File: src/rtl/nibble_addsub_seq_pkg.sv
// addsub_pkg: shared constants, FSM state type and nibble-count helper for the nibble add/sub sequencer.
package addsub_pkg;

    localparam int NIBBLE_W = 4;

    typedef enum logic [1:0] {IDLE, RUN, DONE} state_e;

    function automatic int nibble_count(input int width);
        return width / NIBBLE_W;
    endfunction

endpackage

File: src/rtl/nibble_addsub_seq_slice.sv
// addsub4_slice: combinational 4-bit add slice; the caller pre-inverts b for subtraction.
module addsub4_slice
    import addsub_pkg::*;
(
    input  logic [NIBBLE_W-1:0] a,
    input  logic [NIBBLE_W-1:0] b,
    input  logic                cin,
    output logic [NIBBLE_W-1:0] sum,
    output logic                cout
);

    assign {cout, sum} = {1'b0, a} + {1'b0, b} + {{NIBBLE_W{1'b0}}, cin};

endmodule

File: src/rtl/nibble_addsub_seq.sv
// nibble_addsub_seq: WIDTH-bit add/sub done one nibble per cycle, LSB first, through a shared 4-bit slice.
// Optional res_zero output when ADDSUB_SEQ_ZERO_FLAG_EN is defined.
module nibble_addsub_seq
    import addsub_pkg::*;
#(
    parameter int WIDTH = 16
) (
    input  logic             clk,
    input  logic             rst_n,
    input  logic             start_valid,
    output logic             start_ready,
    input  logic [WIDTH-1:0] a,
    input  logic [WIDTH-1:0] b,
    input  logic             m,
    output logic             res_valid,
    input  logic             res_ready,
    output logic [WIDTH-1:0] res,
    output logic             res_cout,
    output logic             res_ovf
`ifdef ADDSUB_SEQ_ZERO_FLAG_EN
    ,
    output logic             res_zero
`endif
);

    localparam int NIBBLES = nibble_count(WIDTH);
    localparam int IDX_W   = NIBBLES > 1 ? $clog2(NIBBLES) : 1;

    state_e             state_q, state_d;
    logic [IDX_W-1:0]   idx_q, idx_d;
    logic               carry_q, carry_d;
    logic [WIDTH-1:0]   a_q, a_d, b_q, b_d;
    logic               m_q, m_d;
    logic [WIDTH-1:0]   res_q, res_d;
    logic               valid_q, valid_d;
    logic               cout_q, cout_d;
    logic               ovf_q, ovf_d;
`ifdef ADDSUB_SEQ_ZERO_FLAG_EN
    logic               zero_q, zero_d;
`endif

    logic [NIBBLE_W-1:0] sl_a, sl_b, sl_sum;
    logic                sl_cout;
    logic                last;

    assign sl_a = a_q[idx_q*NIBBLE_W +: NIBBLE_W];
    assign sl_b = b_q[idx_q*NIBBLE_W +: NIBBLE_W] ^ {NIBBLE_W{m_q}};
    assign last = idx_q == IDX_W'(NIBBLES - 1);

    addsub4_slice u_slice (
        .a    (sl_a),
        .b    (sl_b),
        .cin  (carry_q),
        .sum  (sl_sum),
        .cout (sl_cout)
    );

    always_comb begin
        state_d = state_q;
        idx_d   = idx_q;
        carry_d = carry_q;
        a_d     = a_q;
        b_d     = b_q;
        m_d     = m_q;
        res_d   = res_q;
        valid_d = valid_q;
        cout_d  = cout_q;
        ovf_d   = ovf_q;
`ifdef ADDSUB_SEQ_ZERO_FLAG_EN
        zero_d  = zero_q;
`endif
        unique case (state_q)
            IDLE: if (start_valid) begin
                a_d     = a;
                b_d     = b;
                m_d     = m;
                carry_d = m;
                idx_d   = '0;
                res_d   = '0;
                state_d = RUN;
`ifdef ADDSUB_SEQ_ZERO_FLAG_EN
                zero_d  = 1'b1;
`endif
            end
            RUN: begin
                res_d[idx_q*NIBBLE_W +: NIBBLE_W] = sl_sum;
                carry_d = sl_cout;
                idx_d   = last ? '0 : idx_q + 1'b1;
`ifdef ADDSUB_SEQ_ZERO_FLAG_EN
                zero_d  = zero_q & (sl_sum == '0);
`endif
                if (last) begin
                    state_d = DONE;
                    valid_d = 1'b1;
                    cout_d  = sl_cout;
                    // sl_sum MSB is the result MSB on the final nibble
                    ovf_d   = (a_q[WIDTH-1] == (b_q[WIDTH-1] ^ m_q)) &&
                              (sl_sum[NIBBLE_W-1] != a_q[WIDTH-1]);
                end
            end
            DONE: if (res_ready) begin
                valid_d = 1'b0;
                state_d = IDLE;
            end
            default: state_d = IDLE;
        endcase
    end

    always_ff @(posedge clk or negedge rst_n) begin
        if (!rst_n) begin
            state_q <= IDLE;
            idx_q   <= '0;
            carry_q <= 1'b0;
            a_q     <= '0;
            b_q     <= '0;
            m_q     <= 1'b0;
            res_q   <= '0;
            valid_q <= 1'b0;
            cout_q  <= 1'b0;
            ovf_q   <= 1'b0;
`ifdef ADDSUB_SEQ_ZERO_FLAG_EN
            zero_q  <= 1'b0;
`endif
        end else begin
            state_q <= state_d;
            idx_q   <= idx_d;
            carry_q <= carry_d;
            a_q     <= a_d;
            b_q     <= b_d;
            m_q     <= m_d;
            res_q   <= res_d;
            valid_q <= valid_d;
            cout_q  <= cout_d;
            ovf_q   <= ovf_d;
`ifdef ADDSUB_SEQ_ZERO_FLAG_EN
            zero_q  <= zero_d;
`endif
        end
    end

    assign start_ready = state_q == IDLE;
    assign res_valid   = valid_q;
    assign res         = res_q;
    assign res_cout    = cout_q;
    assign res_ovf     = ovf_q;
`ifdef ADDSUB_SEQ_ZERO_FLAG_EN
    assign res_zero    = zero_q;
`endif

endmodule

File: config.mk
export PLATFORM = sky130hd
export DESIGN_NAME = nibble_addsub_seq
export DESIGN_NICKNAME = d
export VERILOG_FILES = /design/src/rtl/nibble_addsub_seq_pkg.sv /design/src/rtl/nibble_addsub_seq_slice.sv /design/src/rtl/nibble_addsub_seq.sv
export SDC_FILE = /design/constraint.sdc
export NUM_CORES = 1
export LEC_CHECK = 0
export CORE_ASPECT_RATIO = 1.2
export CORE_MARGIN = 3
export CORE_UTILIZATION = 45
export CTS_BUF_LIST = sky130_fd_sc_hd__clkbuf_4 sky130_fd_sc_hd__clkbuf_8
export CTS_CLUSTER_DIAMETER = 200
export DETAILED_ROUTE_END_ITERATION = 8
export PLACE_DENSITY = 0.75
export SLEW_MARGIN = 20
export SYNTH_ARGS = -nofsm -noshare
export SYNTH_HDL_FRONTEND = slang
export SYNTH_SLANG_ARGS = --single-unit
File: constraint.sdc
create_clock -name clk -period 2.63 [get_ports clk]
set_input_delay 0.526 -clock clk [delete_from_list [all_inputs] [get_ports clk]]
set_output_delay 0.526 -clock clk [all_outputs]
set_load 0.03 [all_outputs]
# [After elaboration in Yosys (flattened, before gate mapping)]
# Index checks and enable logic that the tools add are counted.
[totals] wordCells=52 ff_bits=57 input_bits=37 out_inout_bits=20
[op_classes] n_addsub=4 n_mux=15 n_reduce_logical=9 shifts=4 eq_ne=8 bitwise=2
[op_table] op="$neg 4->34" n=1
[op_table] op="$shift 4x34->16 const A" n=1
[op_table] op="$shiftx 4x34->16" n=1
[op_table] op="$pmux 16 s2" n=1
[op_table] op="$shiftx 16x5->4" n=2
[op_table] op="$bwmux 16" n=1
[op_table] op="$mux 16" n=1
[op_table] op="$mux 2" n=5
[op_table] op="$ne 2x2->1 const B" n=3
[op_table] op="$pmux 2 s3" n=1
[op_table] op="$reduce_and 2->1" n=3
[op_table] op="$reduce_and 3->1" n=2
[op_table] op="$add 4x4->5" n=1
[op_table] op="$add 5x1->5" n=1
[op_table] op="$eq 2x2->1 const B" n=2
[op_table] op="$pmux 1 s2" n=2
[op_table] op="$pmux 2 s2" n=1
[op_table] op="$reduce_bool 2->1" n=2
[op_table] op="$xor 4x4->4" n=1
[op_table] op="$mux 1" n=3
[op_table] op="$add 2x1->2 const B" n=1
[op_table] op="$eq 2x1->1 const B" n=1
[op_table] op="$logic_not 2->1" n=1
[op_table] op="$eq 1x1->1" n=1
[op_table] op="other kinds (3)" n=3

# [Depth between registers and ports, before layout]
# Gate-level depths: netlist (run 1).
[depth] word_depth=7 depth_mapped=9

# [Modules after synthesis]
# Synthesis (run 1) repeated with hierarchy kept, for this count alone.
[unflattened] cells_unflattened=197 area_unflattened_um2=2755.1
[modules_own_cells] module="nibble_addsub_seq" area_per_inst_um2=2611.3 cells_each=181 instances=1 seq_area_each_um2=1426.4
[modules_own_cells] module="addsub4_slice" area_per_inst_um2=143.9 cells_each=16 instances=1 seq_area_each_um2=0.0

# [Worst setup path after synthesis (run 1)]
# Ideal clock, no wire load.
[synth_timing] path_type="register -> register" startpoint="register idx_q[0]" endpoint="register ovf_q (netlist: res_ovf)" arrival_time_ps=2486 setup_time_ps=124 period_less_slack_ps=2610 slack_ps=20 stages_incl_launch_ff=8 path_cell_list="dfrtp_1 > buf_4 > mux4_1 > ha_1 > and3b_1 > or3_1 > and2_4 > a211o_1"
[synth_between] elab_chain_cells=6 elab_cells_between_ends=9 cone_classes="add/sub (2); eq/ne (2); shift (2); bitwise (1); reduce/logical (2)"
[synth_rtl] element="from (decl)" line="nibble_addsub_seq.sv:30" text="logic [IDX_W-1:0] idx_q, idx_d;"
[synth_rtl] element="from (signal assigned)" line="nibble_addsub_seq.sv:126" text="idx_q <= idx_d;"
[synth_rtl] element="$shiftx 16x5->4" line="nibble_addsub_seq.sv:47" text="assign sl_b = b_q[idx_q*NIBBLE_W +: NIBBLE_W] ^ {NIBBLE_W{m_q}};"
[synth_rtl] element="$xor 4x4->4" line="nibble_addsub_seq.sv:47"
[synth_rtl] element="$add 4x4->5" line="nibble_addsub_seq_slice.sv:12" text="assign {cout, sum} = {1'b0, a} + {1'b0, b} + {{NIBBLE_W{1'b0}}, cin};"
[synth_rtl] element="$add 5x1->5" line="nibble_addsub_seq_slice.sv:12"
[synth_rtl] element="$ne 1x1->1" line="nibble_addsub_seq.sv:98" text="(sl_sum[NIBBLE_W-1] != a_q[WIDTH-1]);"
[synth_rtl] element="$logic_and 1x1->1" line="nibble_addsub_seq.sv:97" text="ovf_d = (a_q[WIDTH-1] == (b_q[WIDTH-1] ^ m_q)) &&"
[synth_rtl] element="to (signal assigned)" line="nibble_addsub_seq.sv:134" text="ovf_q <= ovf_d;"
[synth_rtl] element="to (decl)" line="nibble_addsub_seq.sv:37" text="logic ovf_q, ovf_d;"
# Parallel ways exist; a longest one is shown, timed or not.
# A chain may end at the register's enable or synchronous reset.

# [Final worst setup path (run 1)]
# Same ends and word-level chain as after synthesis.

==> flow_summary.html, run 1 <==
<table>
<tr><th>Metric</th><th>Value</th></tr>
<tr><th colspan="2">Timing</th></tr>
<tr><td>Final cycle utilization of the critical path</td><td>0.987</td></tr>
<tr><td>Maximum clock frequency</td><td>385 MHz</td></tr>
<tr><td>Remaining max-slew budget at the tightest pin</td><td>0.521</td></tr>
<tr><td>Transition time of the tightest slew-check pin</td><td>0.709 ns</td></tr>
<tr><td>Hold slack final</td><td>0.218 ns</td></tr>
<tr><td>Setup Viol. Count Final</td><td>0</td></tr>
<tr><td>Final setup TNS</td><td>0 ns</td></tr>
<tr><td>Final Critical Period</td><td>2.60 ns</td></tr>
<tr><td>Final setup margin</td><td>0.0346 ns</td></tr>
<tr><td>Setup skew after layout</td><td>0.0134 ns</td></tr>
<tr><td>Max-slew violation count</td><td>0</td></tr>
<tr><td>Final Hold Viols</td><td>0</td></tr>
<tr><th colspan="2">Worst setup path</th></tr>
<tr><td>Number of gates on the worst path with buffers counted</td><td>7</td></tr>
<tr><td>Number of cells on the worst reg-to-reg path</td><td>7</td></tr>
<tr><td>Peak per-stage delay on the critical path</td><td>0.62 ns</td></tr>
<tr><td>CP Cell Sequence</td><td>buf_4 &gt; mux4_1 &gt; ha_1 &gt; and3b_1 &gt; or3_1 &gt; and2_4 &gt; a211o_1</td></tr>
<tr><td>Kind of launch point of the worst setup path</td><td>flip-flop</td></tr>
<tr><td>Critical path capture point type</td><td>flip-flop</td></tr>
<tr><td>Slowest cell on crit path</td><td>sky130_fd_sc_hd__mux4_1</td></tr>
<tr><td>Data required, critical path</td><td>2.87 ns</td></tr>
<tr><td>Worst path arrival time</td><td>2.84 ns</td></tr>
<tr><td>Maximum fanout along the worst path</td><td>6</td></tr>
<tr><td>Worst setup path class</td><td>reg -&gt; reg</td></tr>
<tr><td>Buffers &amp; Inverters on Critical Path</td><td>1</td></tr>
<tr><td>Dominant delay contributor by cell family on the critical path</td><td>simple AND/OR/NAND/NOR gates</td></tr>
<tr><th colspan="2">Synthesis</th></tr>
<tr><td>Fraction of the yosys area taken by sequential cells</td><td>0.524</td></tr>
<tr><td>Yosys cell types</td><td>37</td></tr>
<tr><td>Dominant combinational cell family by area after synthesis</td><td>multiplexers</td></tr>
<tr><td>Synthesized instance count</td><td>193</td></tr>
<tr><td>Synth async-reset ratio</td><td>1.00</td></tr>
<tr><td>Area share of xor/xnor cells in the synthesized design</td><td>0.0193</td></tr>
<tr><td>Post-Syn Area</td><td>2720 sq um</td></tr>
<tr><td>Number of synthesis warnings</td><td>0</td></tr>
<tr><td>Top post-synthesis cells by area</td><td>sky130_fd_sc_hd__dfrtp_1 (52%), sky130_fd_sc_hd__mux2_2 (13%), sky130_fd_sc_hd__mux4_1 (6.8%)</td></tr>
<tr><td>Number of synthesized flops with an enable pin</td><td>0</td></tr>
<tr><td>Post-Synth Simple-Gate Area</td><td>0.0763</td></tr>
<tr><td>Adder-Cell Fraction of Synth Area</td><td>0.0469</td></tr>
<tr><td>Proportion of synthesized area in mux cells</td><td>0.208</td></tr>
<tr><td>Post-synthesis cell type with the largest combined area</td><td>sky130_fd_sc_hd__dfrtp_1</td></tr>
<tr><td>Share of the synthesized area in the top cell type</td><td>0.524</td></tr>
<tr><td>Mapped Avg Cell Area</td><td>14.1 sq um</td></tr>
<tr><td>Synthesis-stage register bit count</td><td>57</td></tr>
<tr><td>Primary flip-flop cell chosen by synthesis mapping</td><td>sky130_fd_sc_hd__dfrtp_1</td></tr>
<tr><td>Synth Area in Compound Gates</td><td>0.0992</td></tr>
<tr><td>Mapped Nets</td><td>239</td></tr>
<tr><th colspan="2">Cells and area</th></tr>
<tr><td>Summed area of non-filler cells in the final layout</td><td>3690 sq um</td></tr>
<tr><td>Core Util, Final</td><td>0.642</td></tr>
<tr><td>Fraction of layout cells with a size suffix above 1</td><td>0.290</td></tr>
<tr><td>Most frequent standard cell in the layout excluding fill and tap cells</td><td>sky130_fd_sc_hd__dfrtp_1</td></tr>
<tr><td>Final Net Count</td><td>310</td></tr>
<tr><td>Layout overhead on the synthesized area</td><td>35.5%</td></tr>
<tr><td>Cell Count, Final, Fillers Out</td><td>349</td></tr>
<tr><td>Top library cells by usage in the layout, fill and taps aside</td><td>sky130_fd_sc_hd__dfrtp_1 (56), sky130_fd_sc_hd__clkdlybuf4s50_1 (55), sky130_fd_sc_hd__mux2_2 (32)</td></tr>
<tr><td>Antenna Diode Count</td><td>0</td></tr>
<tr><th colspan="2">Clock network</th></tr>
<tr><td>Worst-skew pair later-pin latency</td><td>0.35 ns</td></tr>
<tr><td>Clock-pin slew on the worst setup and hold paths</td><td>0.07 ns</td></tr>
<tr><td>Count of H-tree levels built during CTS</td><td>3</td></tr>
<tr><td>Clock tree from TritonCTS</td><td>yes</td></tr>
<tr><td>Number of clock buffers inserted by TritonCTS</td><td>9</td></tr>
<tr><td>Maximum clock insertion buffer count</td><td>2</td></tr>
<tr><td>Number of sinks on the clock net</td><td>57</td></tr>
<tr><td>Clock tree root driver cell</td><td>sky130_fd_sc_hd__clkbuf_8</td></tr>
<tr><th colspan="2">Routing</th></tr>
<tr><td>ANT nets after route</td><td>0</td></tr>
<tr><td>Wire length after detailed routing</td><td>5850 um</td></tr>
<tr><td>Detailed-route DRC error count</td><td>0</td></tr>
<tr><td>Avg WL per Cell</td><td>16.8 um</td></tr>
<tr><td>Number of search-and-repair iterations in the first detailed-routing pass</td><td>4</td></tr>
<tr><td>Via total after detailed routing</td><td>1,867</td></tr>
<tr><td>Number of DRC markers after the initial detailed-route iteration</td><td>78</td></tr>
<tr><td>Via/cell ratio</td><td>5.35</td></tr>
<tr><th colspan="2">Global route</th></tr>
<tr><td>Wire length of the first global-routing pass</td><td>9390 um</td></tr>
<tr><td>Vias in the first global route</td><td>1,949</td></tr>
<tr><td>Pin count of the biggest net entering global routing</td><td>31</td></tr>
<tr><td>Antenna violations before repair</td><td>0</td></tr>
<tr><td>Global route total overflow</td><td>0</td></tr>
<tr><td>Aggregate global-route resource usage</td><td>0.175</td></tr>
<tr><th colspan="2">Pwr</th></tr>
<tr><td>Leakage power total</td><td>1.61 nW</td></tr>
<tr><td>Power Density</td><td>1520 nW/um^2</td></tr>
<tr><td>Total Power</td><td>5.62 mW</td></tr>
<tr><td>Peak VDD IR</td><td>925 uV</td></tr>
<tr><th colspan="2">Place</th></tr>
<tr><td>Total instance count after detailed placement</td><td>332</td></tr>
<tr><td>Routability congestion estimate from global placement</td><td>0.757</td></tr>
<tr><td>Worst slack, placed</td><td>-0.0524 ns</td></tr>
<tr><td>Placed instance area</td><td>3440 sq um</td></tr>
<tr><td>Port buffer count</td><td>56</td></tr>
<tr><td>Placed wire-length estimate</td><td>4160 um</td></tr>
<tr><th colspan="2">Die</th></tr>
<tr><td>Std-Cell Core Area</td><td>5740 sq um</td></tr>
<tr><td>Standard-cell row count</td><td>30</td></tr>
<tr><td>Full die area</td><td>7030 sq um</td></tr>
<tr><td>Top-Level Pins</td><td>57</td></tr>
<tr><td>Initial cell density of the core</td><td>0.474</td></tr>
<tr><td>Die Wd</td><td>77.0 um</td></tr>
<tr><td>Vertical die dimension</td><td>91.2 um</td></tr>
<tr><th colspan="2">Flow run</th></tr>
<tr><td>Max Cap Violations</td><td>0</td></tr>
<tr><th colspan="2">Run status</th></tr>
<tr><td>Outcome</td><td>finished, final reports clean</td></tr>
<tr><th colspan="2">Worst hold path</th></tr>
<tr><td>Hold/Removal Path Class</td><td>in -&gt; async</td></tr>
</table>
-- where the power goes --
group	total, mW	internal, mW	switching (mW)
combinational	3.19	1.63	1.56
clock	0.849	0.499	0.350
sequential	1.58	1.27	0.307
-- layer usage --
layer | global-route usage | vias up | part of all wire
li1 | - | 861 | -
met1 | 0.197 | 916 | 0.39
met2 | 0.301 | 73 | 0.51
met3 | 0.0506 | 17 | 0.059
met4 | 0.0875 | 0 | 0.037
met5 | 0 | - | 0
-- flip-flops by register name, summed over array words and instances (netlist names), 2 cells and up --
name	flops
idx_q	2
res	16
state_q	2
b_q	16
a_q	16
-- final timing paths --
check	start	end	slack (ns)
setup / recovery	idx_q[0]$_DFFE_PN0P_	res_ovf$_DFFE_PN0P_	0.03
hold / removal	rst_n	a_q[8]$_DFFE_PN0P_	0.22
setup reg to reg	idx_q[0]$_DFFE_PN0P_	res_ovf$_DFFE_PN0P_	0.03
hold reg to reg	b_q[7]$_DFFE_PN0P_	b_q[7]$_DFFE_PN0P_	0.50
max in group asynchronous	rst_n	res[5]$_DFFE_PN0P_	1.83
min in group clk	b_q[7]$_DFFE_PN0P_	b_q[7]$_DFFE_PN0P_	0.50
-- repair_timing --
item,4_1_cts,5_1_grt
gates resized for setup,1,5
setup buffers,0,1
endpoints found under the setup margin,6,10
hold buffers,0,0
-- layout make-up --
type,instances,area (sq um)
Sequential cell,57,1430
Tap cell,80,100
Clock buffer,12,159
Timing Repair Buffer,67,663
Fill cell,434,2050
Clock inverter,4,51.3
Inverter,8,30.0
Multi-Input combinational cell,121,1260
-- kinds of logic (layout without fill, tap and decap cells) --
family / after synthesis / after routing
muxes: 40 / 40
and+or+nand+nor: 31 / 31
AOI/OAI and AO/OA: 35 / 35
DFF: 57 / 57
buffers and inverters: 15 / 91
xor gates and xnor gates: 6 / 6
adders and majority gates: 9 / 9
-- cells in the mapped netlist, types with 2 or more instances --
| master | instances |
|---|---|
| sky130_fd_sc_hd__mux4_1 | 7 |
| sky130_fd_sc_hd__dfrtp_1 | 57 |
| sky130_fd_sc_hd__a21o_1 | 4 |
| sky130_fd_sc_hd__fa_1 | 2 |
| sky130_fd_sc_hd__nor2_1 | 2 |
| sky130_fd_sc_hd__a22o_2 | 4 |
| sky130_fd_sc_hd__xnor2_1 | 4 |
| sky130_fd_sc_hd__buf_4 | 4 |
| sky130_fd_sc_hd__o21ai_0 | 5 |
| sky130_fd_sc_hd__ha_1 | 7 |
| sky130_fd_sc_hd__nand2_1 | 14 |
| sky130_fd_sc_hd__a21oi_1 | 4 |
| sky130_fd_sc_hd__inv_1 | 8 |
| sky130_fd_sc_hd__mux2_2 | 32 |
| sky130_fd_sc_hd__a21o_2 | 2 |
| sky130_fd_sc_hd__nand2b_1 | 3 |
| sky130_fd_sc_hd__xor2_1 | 2 |
| sky130_fd_sc_hd__clkbuf_1 | 2 |
| sky130_fd_sc_hd__a22o_1 | 12 |
No activity file was read; power rests on OpenSTA's default activity.
==> run 2: changes to the inputs <==
SLEW_MARGIN = default   (was 20)
==> results of run 2 <==
No change in the layout: final DEF, timing and power equal those of run 1.
==> run 3: changes to the inputs <==
SLEW_MARGIN = 20   (was default)
==> results of run 3 <==
No change in the layout: final DEF, timing and power equal those of run 1.
